===== config.mk =====
export PLATFORM = sky130hd
export DESIGN_NAME = down_timer_ctrl
export DESIGN_NICKNAME = d
export VERILOG_FILES = /design/src/rtl/down_timer_pkg.sv /design/src/rtl/down_cnt_ld.sv /design/src/rtl/down_timer_ctrl.sv
export SDC_FILE = /design/constraint.sdc
export NUM_CORES = 1
export LEC_CHECK = 0
export CAP_MARGIN = 10
export CORE_ASPECT_RATIO = 0.9
export CORE_UTILIZATION = 30
export DETAILED_ROUTE_END_ITERATION = 6
export GPL_TIMING_DRIVEN = 0
export PLACE_DENSITY_LB_ADDON = 0.2
export SETUP_SLACK_MARGIN = 0.05
export SLEW_MARGIN = 30
export SYNTH_ARGS = -nofsm -noshare
export SYNTH_HDL_FRONTEND = slang
export SYNTH_SLANG_ARGS = --single-unit

===== constraint.sdc =====
create_clock -name clk -period 2.1 [get_ports clk]
set_input_delay 0.42 -clock clk [delete_from_list [all_inputs] [get_ports clk]]
set_output_delay 0.42 -clock clk [all_outputs]
set_load 0.02 [all_outputs]

===== src/rtl/down_timer_pkg.sv =====
// Shared types and default sizes for the down_timer_ctrl block.
package down_timer_pkg;

  localparam int DEF_WIDTH = 4;
  localparam int DEF_PW    = 4;

  typedef enum logic [1:0] {
    ST_IDLE  = 2'd0,
    ST_RUN   = 2'd1,
    ST_PAUSE = 2'd2,
    ST_DONE  = 2'd3
  } state_e;

endpackage


===== src/rtl/down_cnt_ld.sv =====
// Loadable down counter; load wins over decrement and the count never wraps below zero.
import down_timer_pkg::*;

module down_cnt_ld #(
  parameter int WIDTH = DEF_WIDTH
) (
  input  logic             clk,
  input  logic             clr_n,
  input  logic             ld,
  input  logic [WIDTH-1:0] ld_val,
  input  logic             en,
  output logic [WIDTH-1:0] q,
  output logic             zero
);

  logic [WIDTH-1:0] q_d, q_q;

  always_comb begin
    q_d = q_q;
    if (ld) begin
      q_d = ld_val;
    end else if (en && (q_q != '0)) begin
      q_d = q_q - 1'b1;
    end
  end

  always_ff @(posedge clk or negedge clr_n) begin
    if (!clr_n) begin
      q_q <= '0;
    end else begin
      q_q <= q_d;
    end
  end

  assign q    = q_q;
  assign zero = (q_q == '0);

endmodule


===== src/rtl/down_timer_ctrl.sv =====
// Countdown-timer sequencer: owns config registers, prescaler, FSM and the
// load/decrement enables of the count register.
//
//   state    | meaning
//   ST_IDLE  | configured or aborted, waiting for start/config
//   ST_RUN   | prescaler running, count ticks down
//   ST_PAUSE | prescaler and count frozen, waiting for start
//   ST_DONE  | one-shot expired, count held at zero
import down_timer_pkg::*;

module down_timer_ctrl #(
  parameter int WIDTH = DEF_WIDTH,
  parameter int PW    = DEF_PW
) (
  input  logic             clk,
  input  logic             clr_n,
  input  logic             cfg_valid,
  output logic             cfg_ready,
  input  logic [WIDTH-1:0] cfg_load,
  input  logic [PW-1:0]    cfg_pre,
  input  logic             cfg_reload,
  input  logic             start,
  input  logic             stop,
  input  logic             abort,
  output logic [WIDTH-1:0] cnt,
  output logic             tc,
  output logic             busy,
  output logic             done
);

  state_e           state_d, state_q;
  logic [WIDTH-1:0] load_d, load_q;
  logic [PW-1:0]    pre_val_d, pre_val_q;
  logic             reload_d, reload_q;
  logic [PW-1:0]    pre_d, pre_q;
  logic             tc_d, tc_q;

  logic             cnt_ld;
  logic [WIDTH-1:0] cnt_ld_val;
  logic             cnt_en;
  logic             cnt_zero;

  always_comb begin
    state_d    = state_q;
    load_d     = load_q;
    pre_val_d  = pre_val_q;
    reload_d   = reload_q;
    pre_d      = pre_q;
    tc_d       = 1'b0;
    cnt_ld     = 1'b0;
    cnt_ld_val = load_q;
    cnt_en     = 1'b0;

    if (abort) begin
      // abort suppresses any coincident terminal tick
      state_d = ST_IDLE;
      cnt_ld  = 1'b1;
    end else begin
      case (state_q)
        ST_IDLE, ST_DONE: begin
          if (start) begin
            state_d = ST_RUN;
            cnt_ld  = 1'b1;
            pre_d   = pre_val_q;
          end else if (cfg_valid) begin
            state_d    = ST_IDLE;
            load_d     = cfg_load;
            pre_val_d  = cfg_pre;
            reload_d   = cfg_reload;
            cnt_ld     = 1'b1;
            cnt_ld_val = cfg_load;
          end
        end
        ST_RUN: begin
          if (stop) begin
            state_d = ST_PAUSE;
          end else if (pre_q == '0) begin
            pre_d = pre_val_q;
            if (!cnt_zero) begin
              cnt_en = 1'b1;
            end else begin
              tc_d = 1'b1;
              if (reload_q) begin
                cnt_ld = 1'b1;
              end else begin
                state_d = ST_DONE;
              end
            end
          end else begin
            pre_d = pre_q - 1'b1;
          end
        end
        ST_PAUSE: begin
          if (start) begin
            state_d = ST_RUN;
          end
        end
        default: state_d = ST_IDLE;
      endcase
    end
  end

  always_ff @(posedge clk or negedge clr_n) begin
    if (!clr_n) begin
      state_q   <= ST_IDLE;
      load_q    <= '0;
      pre_val_q <= '0;
      reload_q  <= 1'b0;
      pre_q     <= '0;
      tc_q      <= 1'b0;
    end else begin
      state_q   <= state_d;
      load_q    <= load_d;
      pre_val_q <= pre_val_d;
      reload_q  <= reload_d;
      pre_q     <= pre_d;
      tc_q      <= tc_d;
    end
  end

  down_cnt_ld #(.WIDTH(WIDTH)) u_cnt (
    .clk    (clk),
    .clr_n  (clr_n),
    .ld     (cnt_ld),
    .ld_val (cnt_ld_val),
    .en     (cnt_en),
    .q      (cnt),
    .zero   (cnt_zero)
  );

  assign tc        = tc_q;
  assign cfg_ready = (state_q == ST_IDLE) || (state_q == ST_DONE);
  assign busy      = (state_q == ST_RUN) || (state_q == ST_PAUSE);
  assign done      = (state_q == ST_DONE);

endmodule

==> Implementation_results.wiki <==
{| class="wikitable"
! Metric !! Value
|-
| First-pass GRT wire length || 4112 µm
|-
| Max-Cap Viols || 0
|-
| Average size of a mapped cell || 11.08 µm²
|-
| DRT Pass-1 Iters || 4
|-
| Gate count after technology mapping || 102
|-
| Share of the clock period used by the worst path || 0.9586
|-
| Total wire length || 2531 µm
|-
| Capture point of the worst reg-to-reg path || u_cnt.q[2]$_DFFE_PN0P_
|-
| Syn-to-layout area delta || 42.97%
|-
| Die boundary height || 60.22 µm
|-
| Shortest period the worst path allows || 2.013 ns
|-
| Met2 routed WL || 1290 µm
|-
| Tightest Hold Check Type || primary input to asynchronous set/reset pin
|-
| Metal1 wirelength || 1117 µm
|-
| Filler cell count in the final layout || 323
|-
| Clk root buf || clkbuf_8
|-
| Slew @ Worst Pin || 0.4643 ns
|-
| Count of flip-flops with a built-in enable after synthesis || 0
|-
| Final setup viols || 0
|-
| Clock share of power || 0.127
|-
| WP data arrival || 2.16 ns
|-
| Yosys warning count || 0
|-
| Final slew viol count || 0
|-
| Worst slew margin relative to its limit || 0.6905
|-
| Syn Std Cell Area || 1130 µm²
|-
| Result of the run || complete, no violations
|-
| Register bit count reported by yosys || 20
|-
| Async set-reset flop share out of synthesis || 1.000
|-
| Via density || 4.893
|-
| Critical Path Sink || u_cnt.q[2]$_DFFE_PN0P_
|-
| Standard cell core area || 3478 µm²
|-
| Full die area || 4016 µm²
|-
| Clock Skews || 0.001657 ns
|-
| Total count of hold-check failures in the final report || 0
|-
| Sequential fraction of the synthesis area || 0.4430
|-
| Unrepaired setup endpoints after global routing || true
|-
| H-tree lvl count || 1
|-
| Total congestion overflow after global routing || 0
|-
| Net count, final || 164
|-
| Total clock sinks || 20
|-
| Share of total power in sequential cells || 0.306
|-
| Number of global-route vias before repair || 892
|-
| Cell Int Power || 0.001459 W
|-
| Distinct cell type count after synthesis || 32
|-
| Cell depth of the worst flop-to-flop path || 6
|-
| Total I/O pin count || 23
|-
| Kind of critical path || flop to flop
|-
| Routed wire length per instance || 13.53 µm
|-
| Number of buffers inserted for hold repair after clock tree synthesis || 0
|-
| Total leakage power || 0.7045 nW
|-
| Commonest non-fill, non-tap cell in the layout || dfrtp_1
|-
| Critical path origin || state_q[1]$_DFFE_PN0P_
|-
| Total number of placement rows || 20
|-
| FF-to-FF Start || state_q[1]$_DFFE_PN0P_
|-
| Biggest fanout along the worst timing path || 6
|-
| Antenna Nets Post-Route || 0
|-
| Power density relative to cell area || 1437 nW/µm²
|-
| Total nets after synthesis || 122
|-
| Number of DRC violations after detailed routing || 0
|-
| CP Capture Type || flop
|-
| Startpoint type of the worst setup path || flop
|-
| Post-route worst hold slack || 0.09742 ns
|-
| Required time worst endpoint || 2.25 ns
|-
| Top_reg_cell synth || dfrtp_1
|-
| Max frequency || 496.8 MHz
|-
| N_diodes || 0
|-
| Clock transition time at the flip-flop clock pins of the worst setup and hold paths || 0.07 ns
|-
| Share of cells above drive strength 1 || 0.3566
|-
| Area after DPL || 1411 µm²
|-
| GP Congestion || 0.7729
|-
| Combined global-route utilization of all metal layers || 0.1393
|-
| Max rail drop VDD || 0.7680 mV
|-
| Max layer used || met4
|-
| Drt initial violations || 24
|-
| Total net switching power || 0.0008620 W
|-
| Worst reg-to-reg setup slack || 0.09 ns
|-
| Util after Layout || 0.4644
|-
| Horizontal die dimension || 66.69 µm
|-
| Clock insertion delay at the later pin of the skew report || 0.26 ns
|-
| Maximum buffer depth of the clock tree || 2
|-
| Commonest cells after routing, fill and taps aside || dfrtp_1, clkdlybuf4s50_1, buf_4
|-
| Number of clock buffers inserted by TritonCTS || 3
|-
| Antenna violations before repair || 0
|-
| Cell area after layout || 1615 µm²
|-
| DPL Wire Length || 1761 µm
|-
| Vias after detailed routing || 915
|-
| Initial Utilization || 0.3248
|-
| Relative contribution of combinational cells to total power || 0.567
|-
| TritonCTS clock tree || done
|-
| Amount of wire on met3 after detailed routing || 107 µm
|-
| Count of input and output buffers || 21
|-
| Switch share || 0.3714
|-
| Largest net degree at the start of global routing || 21
|}
[registers in the layout, indices dropped and copies added (netlist names)]
register and count:
pre_q 4, reload_q 1, tc 1, load_q 4, u_cnt.q 4, pre_val_q 4, state_q 2
[cell families after synthesis]
| group | after synthesis | share of synthesized area |
|---|---|---|
| xor gates and xnor gates | 3 | 0.02326 |
| adders and majority gates | 5 | 0.05537 |
| and+or+nand+nor | 31 | 0.1672 |
| AOI/OAI and AO/OA | 15 | 0.1119 |
| buffers and inverters | 12 | 0.04097 |
| DFF | 20 | 0.4430 |
| muxes | 16 | 0.1584 |
[Yosys cell counts, drive strengths merged (3+ instances only)]
library cell | n | area [µm²]
nor2 | 6 | 22.52
dfrtp | 20 | 500.5
inv | 10 | 37.54
mux2 | 15 | 168.9
a21oi | 3 | 15.01
o21ai | 4 | 23.77
and2 | 3 | 18.77
nor2b | 3 | 21.27
xnor2 | 3 | 26.28
nor3 | 5 | 25.02
nand3 | 5 | 25.02
ha | 5 | 62.56
[metrics by stage]
step	TNS, ns	power [W]	instances	setup WS (ns)
floorplan	-0.4796	0.001485	102	-0.1199
global placement	-2.719	0.001781	167	-0.3761
detailed placement	-2.929	0.001824	167	-0.3815
CTS	0	0.002227	181	0.04328
global route	-0.03088	0.002494	187	-0.01430
finish	0	0.002321	187	0.08698
[critical path: stages (launching register included)]
cell        delay (ns)
dfrtp_1           0.42
ha_4              0.33
clkinvlp_4        0.11
nor4_4            0.28
buf_4             0.20
mux2_4            0.31
mux2_2            0.26
[worst min path at each step]
stage / from / end / slack, ns / depth (start not counted)
global route: clr_n / state_q[0]$_DFFE_PN0P_ / 0.13 / 1
floorplan: clr_n / load_q[0]$_DFF_PN0_ / 0.12 / 0
CTS: load_q[2]$_DFF_PN0_ / load_q[2]$_DFF_PN0_ / 0.51 / 1
finish: clr_n / state_q[0]$_DFFE_PN0P_ / 0.1 / 1
detailed placement: load_q[2]$_DFF_PN0_ / load_q[2]$_DFF_PN0_ / 0.49 / 1
global placement: load_q[1]$_DFF_PN0_ / load_q[1]$_DFF_PN0_ / 0.48 / 1
[power by group through the flow]
stage	registers [W]	logic (W)	clock network (W)
after global routing	0.000733	0.00144	0.000321
after CTS	0.000711	0.00120	0.000313
final	0.000710	0.00132	0.000294
after floorplan	0.000732	0.000753	0
after global placement	0.000715	0.00107	0
after detailed placement	0.000725	0.00110	0
[cell type report]
cell class	count	area, µm²	share of cell area
multi-input cells	70	631.9	0.3912
flip-flops and latches	20	500.5	0.3098
repair buffers	37	322.8	0.1998
clock buffers	4	55.05	0.03408
well taps	44	55.05	0.03408
inverters	10	41.29	0.02556
plain buffers	2	8.758	0.005422
[what timing repair did]
item,in CTS,in global routing
setup buffers,10,6
setup endpoints to repair,17,7
pin swaps,3,3
hold endpoints to repair,0,0
resized for setup,5,9
[metal layers]
layer,track usage,vias up
li1,-,443
met3,0.04008,2
met2,0.2381,25
met5,0,-
met1,0.1748,445
met4,0.02736,0
(Power assumes the default switching activity.)
